==> src/rtl/reg_mul_unit.sv <==
// reg_mul_unit: iterative shift-add unsigned multiplier feeding the regfile write port.
// Define MUL_UMULH_EN to allow the upper product half (UMULH) via the high input.
module reg_mul_unit #(
    parameter int WIDTH   = 64,
    parameter int REGBITS = 5
) (
    input  logic               clk,
    input  logic               reset,
    input  logic               start,
    input  logic               high,
    input  logic [WIDTH-1:0]   opA,
    input  logic [WIDTH-1:0]   opB,
    input  logic [REGBITS-1:0] dest,
    output logic               busy,
    output logic               done,
    output logic [REGBITS-1:0] writeReg,
    output logic [WIDTH-1:0]   writeData,
    output logic               regWrite
);

    localparam int CNTW = $clog2(WIDTH);
    localparam logic [CNTW-1:0] LAST = CNTW'(WIDTH - 1);
    // Highest register index is the zero register; writes to it are dropped.
    localparam logic [REGBITS-1:0] XZR = {REGBITS{1'b1}};

    typedef enum logic [1:0] {
        S_IDLE,
        S_RUN,
        S_WB
    } state_t;

    state_t               r_state;
    logic [CNTW-1:0]      r_count;
    logic [2*WIDTH-1:0]   r_acc;
    logic [WIDTH-1:0]     r_mcand;
    logic [REGBITS-1:0]   r_dreg;
    logic                 r_hsel;
    logic                 r_busy;
    logic                 r_done;
    logic                 r_regWrite;
    logic [REGBITS-1:0]   r_writeReg;
    logic [WIDTH-1:0]     r_writeData;

    logic [WIDTH:0]       w_sum;
    logic [2*WIDTH-1:0]   w_acc_next;
    logic [WIDTH-1:0]     w_result;
    logic                 w_hsel_in;
    logic                 w_last;

    // Conditional add of the multiplicand into the upper half, carry kept.
    always_comb begin
        w_sum = {1'b0, r_acc[2*WIDTH-1:WIDTH]};
        if (r_acc[0]) begin
            w_sum = {1'b0, r_acc[2*WIDTH-1:WIDTH]} + {1'b0, r_mcand};
        end
    end

    // Carry lands in the MSB; the consumed multiplier bit falls off the LSB.
    assign w_acc_next = {w_sum, r_acc[WIDTH-1:1]};
    assign w_last     = (r_count == LAST);

`ifdef MUL_UMULH_EN
    assign w_hsel_in = high;
    assign w_result  = r_hsel ? w_acc_next[2*WIDTH-1:WIDTH]
                              : w_acc_next[WIDTH-1:0];
`else
    logic w_unused_hsel;
    assign w_hsel_in     = 1'b0;
    assign w_result      = w_acc_next[WIDTH-1:0];
    assign w_unused_hsel = high | r_hsel;
`endif

    // Control FSM, datapath state and registered write-back outputs.
    always_ff @(posedge clk) begin
        if (reset) begin
            r_state     <= S_IDLE;
            r_count     <= '0;
            r_acc       <= '0;
            r_mcand     <= '0;
            r_dreg      <= '0;
            r_hsel      <= 1'b0;
            r_busy      <= 1'b0;
            r_done      <= 1'b0;
            r_regWrite  <= 1'b0;
            r_writeReg  <= '0;
            r_writeData <= '0;
        end else begin
            unique case (r_state)
                S_IDLE: begin
                    r_done      <= 1'b0;
                    r_regWrite  <= 1'b0;
                    r_writeReg  <= '0;
                    r_writeData <= '0;
                    if (start) begin
                        r_mcand <= opA;
                        r_acc   <= {{WIDTH{1'b0}}, opB};
                        r_dreg  <= dest;
                        r_hsel  <= w_hsel_in;
                        r_count <= '0;
                        r_busy  <= 1'b1;
                        r_state <= S_RUN;
                    end
                end
                S_RUN: begin
                    r_acc   <= w_acc_next;
                    r_count <= r_count + 1'b1;
                    if (w_last) begin
                        r_state     <= S_WB;
                        r_done      <= 1'b1;
                        r_regWrite  <= (r_dreg != XZR);
                        r_writeReg  <= r_dreg;
                        r_writeData <= w_result;
                    end
                end
                S_WB: begin
                    r_state     <= S_IDLE;
                    r_busy      <= 1'b0;
                    r_done      <= 1'b0;
                    r_regWrite  <= 1'b0;
                    r_writeReg  <= '0;
                    r_writeData <= '0;
                end
                default: begin
                    r_state <= S_IDLE;
                    r_busy  <= 1'b0;
                end
            endcase
        end
    end

    assign busy      = r_busy;
    assign done      = r_done;
    assign regWrite  = r_regWrite;
    assign writeReg  = r_writeReg;
    assign writeData = r_writeData;

endmodule

==> config.mk <==
export PLATFORM = sky130hd
export DESIGN_NAME = reg_mul_unit
export DESIGN_NICKNAME = d
export VERILOG_FILES = /design/src/rtl/reg_mul_unit.sv
export SDC_FILE = /design/constraint.sdc
export NUM_CORES = 1
export LEC_CHECK = 0
export BUFFER_PORTS_ARGS = -buffer_cell sky130_fd_sc_hd__buf_2
export CAP_MARGIN = 10
export CORE_ASPECT_RATIO = 1.5
export CORE_UTILIZATION = 62
export DETAILED_ROUTE_END_ITERATION = 8
export PLACE_DENSITY = 0.95
export SLEW_MARGIN = 20
export SYNTH_ARGS = -nofsm -noshare
export SYNTH_HDL_FRONTEND = slang
export SYNTH_SLANG_ARGS = --single-unit
==> constraint.sdc <==
create_clock -name clk -period 5.63 [get_ports clk]
set_clock_uncertainty 0.05 [all_clocks]
set_input_delay 0.2815 -clock clk [delete_from_list [all_inputs] [get_ports clk]]
set_output_delay 0.2815 -clock clk [all_outputs]
set_load 0.03 [all_outputs]
==> results.sh, run 1 <==
export IMPL_drc=0
export IMPL_outcome="completed"
export IMPL_vdd_drop_max_v=0.000226
export IMPL_rows=67
export IMPL_tightestPinTransition_ns=0.977
export IMPL_drt_wl_total_um=44200
export IMPL_powerDensity_nw_per_um2=261
export IMPL_fin_crit_ns=3.99
export IMPL_r2r_cells=13
export IMPL_clk_latency_ns=0.55
export IMPL_die_y_um=188
export IMPL_start_util_pct=63.4
export IMPL_holdPathEnd="r_acc[0]"
export IMPL_path_cells="ha_1, fa_1, a211o_1, a211oi_1, nor4_1, nor2_1, o211ai_1, a211oi_2, o21ai_1, a21boi_0, xor2_1, and3_1, a211oi_1"
export IMPL_grt_use_met2_pct=65.4
export IMPL_hold_start="opB[0]"
export IMPL_syn_area_um2=14200
export IMPL_antenna_found_initial=1
export IMPL_r2r_start="r_acc[64]"
export IMPL_final_common_cell="nand2_1"
export IMPL_critPathCaptureType="flip-flop"
export IMPL_ant_nets=0
export IMPL_min_path_cells=3
export IMPL_critical_path_class="reg2reg"
export IMPL_syn2layout_area_growth_pct=22.2
export IMPL_placed_area_um2=15200
export IMPL_ys_ff_latch=277
export IMPL_die_area_um2=23600
export IMPL_routed_via_density=6.38
export IMPL_grt_use_total_pct=37.1
export IMPL_drt_initial_drc_count=1718
export IMPL_syn_nets=2066
export IMPL_routedWlPerCell_um=18.5
export IMPL_overflow=0
export IMPL_grt_max_degree=120
export IMPL_cts_path_max_buffers=3
export IMPL_path_max_fanout=4
export IMPL_period_share_pct=70.8
export IMPL_timing_slew_headroom_pct=34.8
export IMPL_crit_arrival_ns=4.38
export IMPL_r2r_slack_ns=1.64
export IMPL_fillers=1475
export IMPL_drive_above_1_share_pct=13.7
export IMPL_placed_cells=2214
export IMPL_grt_util_met1_pct=40.5
export IMPL_synth_distinct_cells=61
export IMPL_report_final_slew_viol_count=0
export IMPL_core_region_area_um2=22500
export IMPL_leakagePower_nw=7.22
export IMPL_avgSynthCellArea_um2=7.64
export IMPL_drt_first_pass_iters=7
export IMPL_final_util_pct=77.5
export IMPL_tns_ns=0
export IMPL_top_usage_layer="met2"
export IMPL_synth_yosys_seq_area_share_pct=39.0
export IMPL_gr_usage_met3_pct=6.36
export IMPL_final_hold_viol_count=0
export IMPL_cp_slowest_cell="a211oi_2"
export IMPL_grt_pass1_wl_um=72200
export IMPL_dieWidth_um=126
export IMPL_syn_instance_count=1863
export IMPL_cts_tree="done"
export IMPL_cp_required_ns=6.02
export IMPL_clk_pin_slew_worst_paths_ns=0.06
export IMPL_rsz0062_at_grt="false"
export IMPL_ios=209
export IMPL_ys_flop_type="dfxtp_1"
export IMPL_post_cts_buffers=0
export IMPL_min_path_type="in2reg"
export IMPL_crit_top_cell="a211oi_1"
export IMPL_r2r_end="r_acc[107]"
export IMPL_fmax_mhz=251
export IMPL_nets=2298
export IMPL_drv_cap=0
export IMPL_htree_levels=1
export IMPL_design_area_um2=17400
export IMPL_setup_violations=0
export IMPL_hpwlAfterDp_um=24900
export IMPL_io_buffers=207
export IMPL_final_cell_mix="nand2_1, dfxtp_1, a21oi_1"
export IMPL_stdcell_count=2392
export IMPL_fin_hold_ws_ns=0.00650
export IMPL_numCtsBuffers=26
export IMPL_root_buffer="clkbuf_16"
export IMPL_cpPeakStageDelay_ns=0.51
export IMPL_synth_edf_count=0
export IMPL_cp_start_kind="flip-flop"
export IMPL_grt_pass1_vias=15200
export IMPL_yosys_warnings=0
export IMPL_clock_sinks=277
export IMPL_globalplace_congestion=0.956
export IMPL_postSynth_asyncResetShare_pct=0
export IMPL_vias=15300
stage by stage:
stage                     worst slack [ns]  total power, mW
after detailed placement              1.76             2.68
after floorplan                       2.38             2.52
after CTS                             1.72             4.51
after global routing                  1.37             4.70
final                                 1.64             4.54
after global placement                1.79             2.66
cells by family after synthesis:
kind of cell | after synthesis | synth area share, %
adder cells (fa/ha/maj) | 66 | 5.85
AO/OA/AOI/OAI | 526 | 23.7
AND/OR/NAND/NOR | 749 | 22.0
buffers and inverters | 164 | 4.32
XOR/XNOR | 59 | 3.63
multiplexers | 22 | 1.56
flip-flops | 277 | 39.0
layout make-up:
| class | instances | area (µm²) | share of cell area [%] |
|---|---|---|---|
| flip-flops and latches | 277 | 5550 | 31.9 |
| repair buffers | 352 | 2460 | 14.1 |
| well taps | 276 | 345 | 1.98 |
| inverters | 16 | 60.1 | 0.345 |
| clock inverters | 17 | 144 | 0.827 |
| multi-input cells | 1422 | 8110 | 46.6 |
| clock buffers | 31 | 731 | 4.20 |
| diodes | 1 | 2.50 | 0.0144 |
worst max-delay path, delay by kind of cell (launching register included):
family,cells,cell delay [ns]
AOI/OAI and AO/OA,7,2.19
xor gates and xnor gates,1,0.11
adders and majority gates,2,0.67
DFF,1,0.33
and+or+nand+nor,3,0.52
power by group:
group          internal, mW  total, mW  leakage, nW  switching [mW]
registers              2.05       2.14         2.26          0.0901
logic                 0.243      0.608         4.53           0.365
clock network         0.985       1.79        0.430           0.807
what timing repair did:
action / 4_1_cts / 5_1_grt
hold buffers: 128 / 1
resized for setup: 0 / 0
endpoints found under the hold margin: 128 / 1
state kept, by name, summed over array words and instances, names as in the netlist:
register,count
writeReg,5
r_dreg,5
busy,1
r_count,6
writeData,64
r_state,2
done,1
r_acc,128
r_mcand,64
regWrite,1
worst max-delay path by stage:
stage / startpoint / endpoint / slack [ns] / cells past startpoint
after floorplan: r_acc[64] / r_acc[113] / 2.38 / 13
after global placement: r_acc[64] / r_acc[107] / 1.79 / 13
after detailed placement: r_acc[64] / r_acc[107] / 1.76 / 13
after CTS: r_acc[64] / r_acc[127] / 1.72 / 13
after global routing: r_acc[64] / r_acc[107] / 1.37 / 13
final: r_acc[64] / r_acc[107] / 1.64 / 13
Yosys cell counts, drive strengths merged (8+ instances only):
cell    instances  area share (%)
nand2         408              11
o21bai         12            0.66
nand4          22            0.97
nor3           19            0.67
ha             65             5.7
nand3          90             3.2
buf            17            0.45
mux2i          21             1.5
o21a            8            0.42
xnor2          36             2.2
a22oi           9            0.47
and3            9            0.40
a211oi         13            0.84
a222oi         20             1.4
dfxtp         277              39
a21o           32             1.7
xor2           23             1.4
clkbuf        131             3.5
a31oi          18            0.79
a21oi         252             8.9
o211ai          8            0.42
o22ai           8            0.35
o21ai          50             1.8
a311oi         64             3.9
nor2          166             4.4
inv            16            0.42
per-layer routing:
metal	vias to the layer above	share of wire, %
met5	-	0
met4	0	6.9
met3	282	8.1
met2	882	49
met1	7037	36
li1	7063	-
(Power assumes the default switching activity.)
==> inputs of run 2 (changes only) <==
--- a/config.mk
+++ b/config.mk
@@ -8,9 +8,9 @@
 export BUFFER_PORTS_ARGS = -buffer_cell sky130_fd_sc_hd__buf_2
 export CAP_MARGIN = 10
 export CORE_ASPECT_RATIO = 1.5
-export CORE_UTILIZATION = 62
+export CORE_UTILIZATION = 52
 export DETAILED_ROUTE_END_ITERATION = 8
-export PLACE_DENSITY = 0.95
+export PLACE_DENSITY = 0.87
 export SLEW_MARGIN = 20
 export SYNTH_ARGS = -nofsm -noshare
 export SYNTH_HDL_FRONTEND = slang
==> constraint.sdc (replaced) <==
create_clock -name clk -period 3.4 [get_ports clk]
set_clock_uncertainty 0.05 [all_clocks]
set_input_delay 0.17 -clock clk [delete_from_list [all_inputs] [get_ports clk]]
set_output_delay 0.17 -clock clk [all_outputs]
set_load 0.03 [all_outputs]
==> run 2 against run 1 <==
  * Register-to-register slack got worse by 1.5 ns
  * Critical path type unchanged
  * Maximum frequency increased by 21%
  * Final area increased by 3.4%
  * Power increased by 69%
  * Largest cell class unchanged
  * Sequential share of layout area decreased by 1.0 points
  * Via count decreased by 1.2%
  * Sequential cell count unchanged
  * Global-route usage decreased by 7.7 points
  * Critical endpoint is now r_acc[126]
  * Wire length decreased by 4.4%
==> results.sh, run 2 (synthesized netlist as in run 1, its figures left out) <==
export IMPL_die_y_um=205
export IMPL_critical_path_class="reg2reg"
export IMPL_tightestPinTransition_ns=1.02
export IMPL_clk_pin_slew_worst_paths_ns=0.07
export IMPL_cpPeakStageDelay_ns=0.55
export IMPL_die_area_um2=28100
export IMPL_timing_slew_headroom_pct=31.7
export IMPL_routedWlPerCell_um=17.0
export IMPL_htree_levels=1
export IMPL_design_area_um2=18000
export IMPL_placed_cells=2310
export IMPL_setup_violations=0
export IMPL_fin_hold_ws_ns=0.118
export IMPL_cts_tree="done"
export IMPL_ios=209
export IMPL_syn2layout_area_growth_pct=26.4
export IMPL_drt_wl_total_um=42300
export IMPL_root_buffer="clkbuf_16"
export IMPL_stdcell_count=2493
export IMPL_final_cell_mix="nand2_1, dfxtp_1, a21oi_1"
export IMPL_io_buffers=207
export IMPL_hpwlAfterDp_um=26000
export IMPL_drv_cap=0
export IMPL_vias=15100
export IMPL_period_share_pct=97.1
export IMPL_p_total_mw=7.67
export IMPL_core_region_area_um2=26700
export IMPL_start_util_pct=53.4
export IMPL_worst_slack_ns=0.0973
export IMPL_dp_slack_ns=-0.244
export IMPL_crit_arrival_ns=3.69
export IMPL_final_hold_viol_count=0
export IMPL_cp_slowest_cell="or4_1"
export IMPL_grt_pass1_wl_um=67700
export IMPL_numCtsBuffers=26
export IMPL_grt_use_total_pct=29.3
export IMPL_drive_above_1_share_pct=15.6
export IMPL_clock_sinks=277
export IMPL_ant_nets=0
export IMPL_antenna_found_initial=1
export IMPL_drt_first_pass_iters=8
export IMPL_path_max_fanout=8
export IMPL_fmax_mhz=303
export IMPL_top_register="r_acc"
export IMPL_grt_max_degree=129
export IMPL_critPathCaptureType="flip-flop"
export IMPL_clk_latency_ns=0.55
export IMPL_tns_ns=0
export IMPL_drc=0
export IMPL_cp_required_ns=3.79
export IMPL_grt_pass1_vias=14500
export IMPL_powerDensity_nw_per_um2=426
export IMPL_min_path_type="in2reg"
export IMPL_nets=2341
export IMPL_largest_reg_flops=128
export IMPL_fillers=2075
export IMPL_dieWidth_um=137
export IMPL_drt_initial_drc_count=1079
export IMPL_final_common_cell="nand2_1"
export IMPL_vdd_drop_max_v=0.000481
export IMPL_cp_start_kind="flip-flop"
export IMPL_outcome="completed"
export IMPL_cts_path_max_buffers=3
export IMPL_report_final_slew_viol_count=0
export IMPL_overflow=0
export IMPL_routed_via_density=6.05
export IMPL_globalplace_congestion=0.958
export IMPL_final_util_pct=67.5
export IMPL_rows=73
export IMPL_leakagePower_nw=7.46
export IMPL_path_cells="ha_1, a21o_1, a21o_1, a21oi_1, o221ai_1, nand2b_1, a21oi_1, or4_1, a31oi_1, a2111oi_2, a31o_2"
export IMPL_placed_area_um2=15600
export IMPL_fin_crit_ns=3.30
## run 2: area by class of cell
| cell class | count | area [µm²] | share of cell area, % |
|---|---|---|---|
| clock inverters | 11 | 166 | 0.925 |
| repair buffers | 395 | 2850 | 15.9 |
| clock buffers | 33 | 738 | 4.10 |
| well taps | 337 | 422 | 2.34 |
| diodes | 2 | 5.00 | 0.0278 |
| flip-flops and latches | 277 | 5550 | 30.9 |
| inverters | 16 | 60.1 | 0.334 |
| multi-input cells | 1422 | 8190 | 45.5 |
## run 2: report_power, final
part           switching (mW)  internal [mW]  total (mW)
combinational           0.615          0.429        1.04
clock                    1.27           1.83        3.11
sequential              0.126           3.39        3.52
total                    2.02           5.65        7.67
## run 2: per-layer routing
layer	wire length, µm	share of wire [%]	GRT usage [%]	vias up
li1	-	-	-	7139
met1	15900	38	31.4	7057
met4	2320	5.5	18.5	0
met3	2750	6.5	4.83	195
met2	21300	50	52.7	686
met5	0	0	0	-
## run 2: timing repair
| item | 4_1_cts | 5_1_grt |
|---|---|---|
| hold buffers | 134 | 0 |
| setup endpoints to repair | 12 | 20 |
| setup buffers | 2 | 1 |
| endpoints found under the hold margin | 134 | 0 |
| pin swaps | 6 | 3 |
| gates resized for setup | 4 | 18 |
## run 2: path summary, 6_finish.rpt
| path | slack [ns] | cells after the start | startpoint | end |
|---|---|---|---|---|
| worst max register to register | 0.1 | 11 | r_acc[112] | r_acc[126] |
| worst min register to register | 0.41 | 2 | r_mcand[2] | r_mcand[2] |
| worst max-delay path | 0.1 | 11 | r_acc[112] | r_acc[126] |
| worst min-delay path | 0.12 | 2 | reset | r_acc[116] |
## run 2: worst max-delay path: cells and delay by family (launching register included)
kind | cells | cell delay (ns)
adder cells (fa/ha/maj) | 1 | 0.41
AO/OA/AOI/OAI | 8 | 1.68
AND/OR/NAND/NOR | 2 | 0.74
flip-flops | 1 | 0.33
==> inputs of run 3 (changes only) <==
==> config.mk (replaced) <==
export PLATFORM = sky130hd
export DESIGN_NAME = reg_mul_unit
export DESIGN_NICKNAME = d
export VERILOG_FILES = /design/src/rtl/reg_mul_unit.sv
export SDC_FILE = /design/constraint.sdc
export NUM_CORES = 1
export LEC_CHECK = 0
export CAP_MARGIN = 10
export CORE_ASPECT_RATIO = 1.5
export CORE_UTILIZATION = 58
export DETAILED_ROUTE_END_ITERATION = 8
export DONT_BUFFER_PORTS = 1
export PLACE_DENSITY = 0.86
export SLEW_MARGIN = 20
export SYNTH_ARGS = -nofsm -noshare
export SYNTH_HDL_FRONTEND = slang
export SYNTH_SLANG_ARGS = --single-unit
==> run 3 against run 2 <==
  * The flow now finishes with violations (negative setup slack)
  * Sequential share of layout area increased by 1.3 points
  * Die area decreased by 10%
  * Sequential cell count unchanged
  * Largest cell class unchanged
  * Cell count decreased by 7.6%
  * Global-route usage increased by 3.2 points
  * Worst setup slack got worse by 0.21 ns
  * Register-to-register slack got worse by 0.21 ns
  * Critical path depth increased by 3
  * Via count decreased by 3.2%
  * Clock power decreased by 2%
  * Core utilization increased by 4.8 points
==> results.sh, run 3 (synthesized netlist as in run 1, its figures left out) <==
export IMPL_outcome="finished with violations"
export IMPL_violations="negative setup slack"
export IMPL_fmax_mhz=285
export IMPL_clk_pin_slew_worst_paths_ns=0.07
export IMPL_critPathTopFamily="compound AO/OA/AOI/OAI gates"
export IMPL_largest_reg_flops=128
export IMPL_holdPathEnd="r_acc[113]"
export IMPL_r2r_slack_ns=-0.11
export IMPL_cp_slowest_cell="dlygate4sd3_1"
export IMPL_grt_pass1_wl_um=67400
export IMPL_drt_wl_total_um=43300
export IMPL_drt_initial_drc_count=1122
export IMPL_core_region_area_um2=23900
export IMPL_rows=69
export IMPL_top_register="r_acc"
export IMPL_placed_cells=2089
export IMPL_r2r_cells=14
export IMPL_period_share_pct=103
export IMPL_r2r_end="r_acc[94]"
export IMPL_grt_pass1_vias=14300
export IMPL_routed_via_density=6.34
export IMPL_crit_arrival_ns=3.88
export IMPL_hpwlAfterDp_um=25500
export IMPL_vias=14600
export IMPL_min_path_type="in2reg"
export IMPL_drive_above_1_share_pct=7.41
export IMPL_path_cells="ha_1, o211ai_1, nor3_1, o21ai_1, buf_4, a31o_1, o31a_1, buf_4, nor2_2, nor2_1, xnor2_1, a222oi_1, nor2_1, dlygate4sd3_1"
export IMPL_cpPeakStageDelay_ns=0.57
export IMPL_final_util_pct=72.2
export IMPL_r2r_start="r_acc[71]"
export IMPL_io_buffers=0
export IMPL_timing_slew_headroom_pct=39.7
export IMPL_drc=0
export IMPL_cp_start_kind="flip-flop"
export IMPL_cts_path_max_buffers=3
export IMPL_die_area_um2=25200
export IMPL_routedWlPerCell_um=18.8
export IMPL_drv_cap=0
export IMPL_worst_slack_ns=-0.110
export IMPL_ios=209
export IMPL_antenna_found_initial=0
export IMPL_powerDensity_nw_per_um2=438
export IMPL_clk_latency_ns=0.54
export IMPL_syn2layout_area_growth_pct=21.3
export IMPL_numCtsBuffers=27
export IMPL_report_final_slew_viol_count=0
export IMPL_drt_first_pass_iters=7
export IMPL_fin_crit_ns=3.51
export IMPL_final_hold_viol_count=0
export IMPL_die_y_um=194
export IMPL_htree_levels=1
export IMPL_n_antenna_cell=0
export IMPL_grt_max_degree=185
export IMPL_clock_sinks=277
export IMPL_grt_use_total_pct=32.6
export IMPL_root_buffer="clkbuf_16"
export IMPL_hold_start="reset"
export IMPL_dieWidth_um=130
export IMPL_setup_violations=2
export IMPL_nets=2167
export IMPL_globalplace_congestion=0.955
export IMPL_final_cell_mix="nand2_1, dfxtp_1, a21oi_1"
export IMPL_stdcell_count=2303
export IMPL_critical_path_class="reg2reg"
export IMPL_worst_path_buf_inv=3
export IMPL_cp_required_ns=3.77
export IMPL_path_max_fanout=3
export IMPL_p_total_mw=7.56
export IMPL_rsz0062_at_grt="true"
export IMPL_start_util_pct=59.5
export IMPL_critPathCaptureType="flip-flop"
export IMPL_leakagePower_nw=6.84
export IMPL_crit_cells=14
export IMPL_ant_nets=0
export IMPL_overflow=0
export IMPL_vdd_drop_max_v=0.000602
export IMPL_min_path_cells=2
export IMPL_final_common_cell="nand2_1"
export IMPL_tightestPinTransition_ns=0.905
export IMPL_cts_tree="done"
run 3: layer usage:
metal | up-vias | global-route usage, % | part of all wire [%]
met2 | 733 | 57.9 | 50
met1 | 6840 | 34.2 | 36
li1 | 6797 | - | -
met5 | - | 0 | 0
met3 | 226 | 5.79 | 7.3
met4 | 0 | 22.1 | 6.3
run 3: report_power, final:
part | leakage [nW] | internal [mW] | switching, mW
clock network | 0.443 | 1.74 | 1.31
registers | 2.26 | 3.39 | 0.133
logic | 4.14 | 0.393 | 0.589
total | 6.84 | 5.53 | 2.03
run 3: layout make-up:
class | count | area (µm²)
clock buffer | 34 | 762
clock inverter | 15 | 146
fill | 1751 | 6650
inverter | 16 | 60.1
multi-input combinational | 1422 | 8240
sequential | 277 | 5550
tap | 319 | 399
timing repair buffer | 220 | 2110
run 3: through the flow:
| step | setup slack [ns] | hold slack [ns] | setup TNS [ns] | instance area (µm²) |
|---|---|---|---|---|
| 2_1_floorplan | 0.149 | 0.256 | 0 | 14200 |
| 3_3_place_gp | 0.0166 | 0.205 | 0 | 14600 |
| 3_5_place_dp | -0.0178 | 0.204 | -0.0334 | 14600 |
| 4_1_cts | 0.0192 | 0.104 | 0 | 17100 |
| 5_1_grt | -0.191 | 0.157 | -0.613 | 17300 |
| 6_report | -0.110 | 0.0958 | -0.176 | 17300 |
run 3: worst max-delay path by stage:
stage,start,end,slack [ns]
after floorplan,r_acc[64],r_acc[113],0.15
after global placement,r_acc[64],r_acc[127],0.02
after detailed placement,r_acc[64],r_acc[119],-0.02
after CTS,r_acc[75],r_acc[110],0.02
after global routing,r_acc[71],r_acc[94],-0.19
final,r_acc[71],r_acc[94],-0.11
run 3: timing repair:
action / in CTS / in global routing
setup buffers: 0 / 4
hold buffers: 161 / 1
cloned: 0 / 0
gates resized for setup: 5 / 21
hold endpoints to repair: 277 / 1
pin swaps: 1 / 25
setup endpoints to repair: 5 / 29
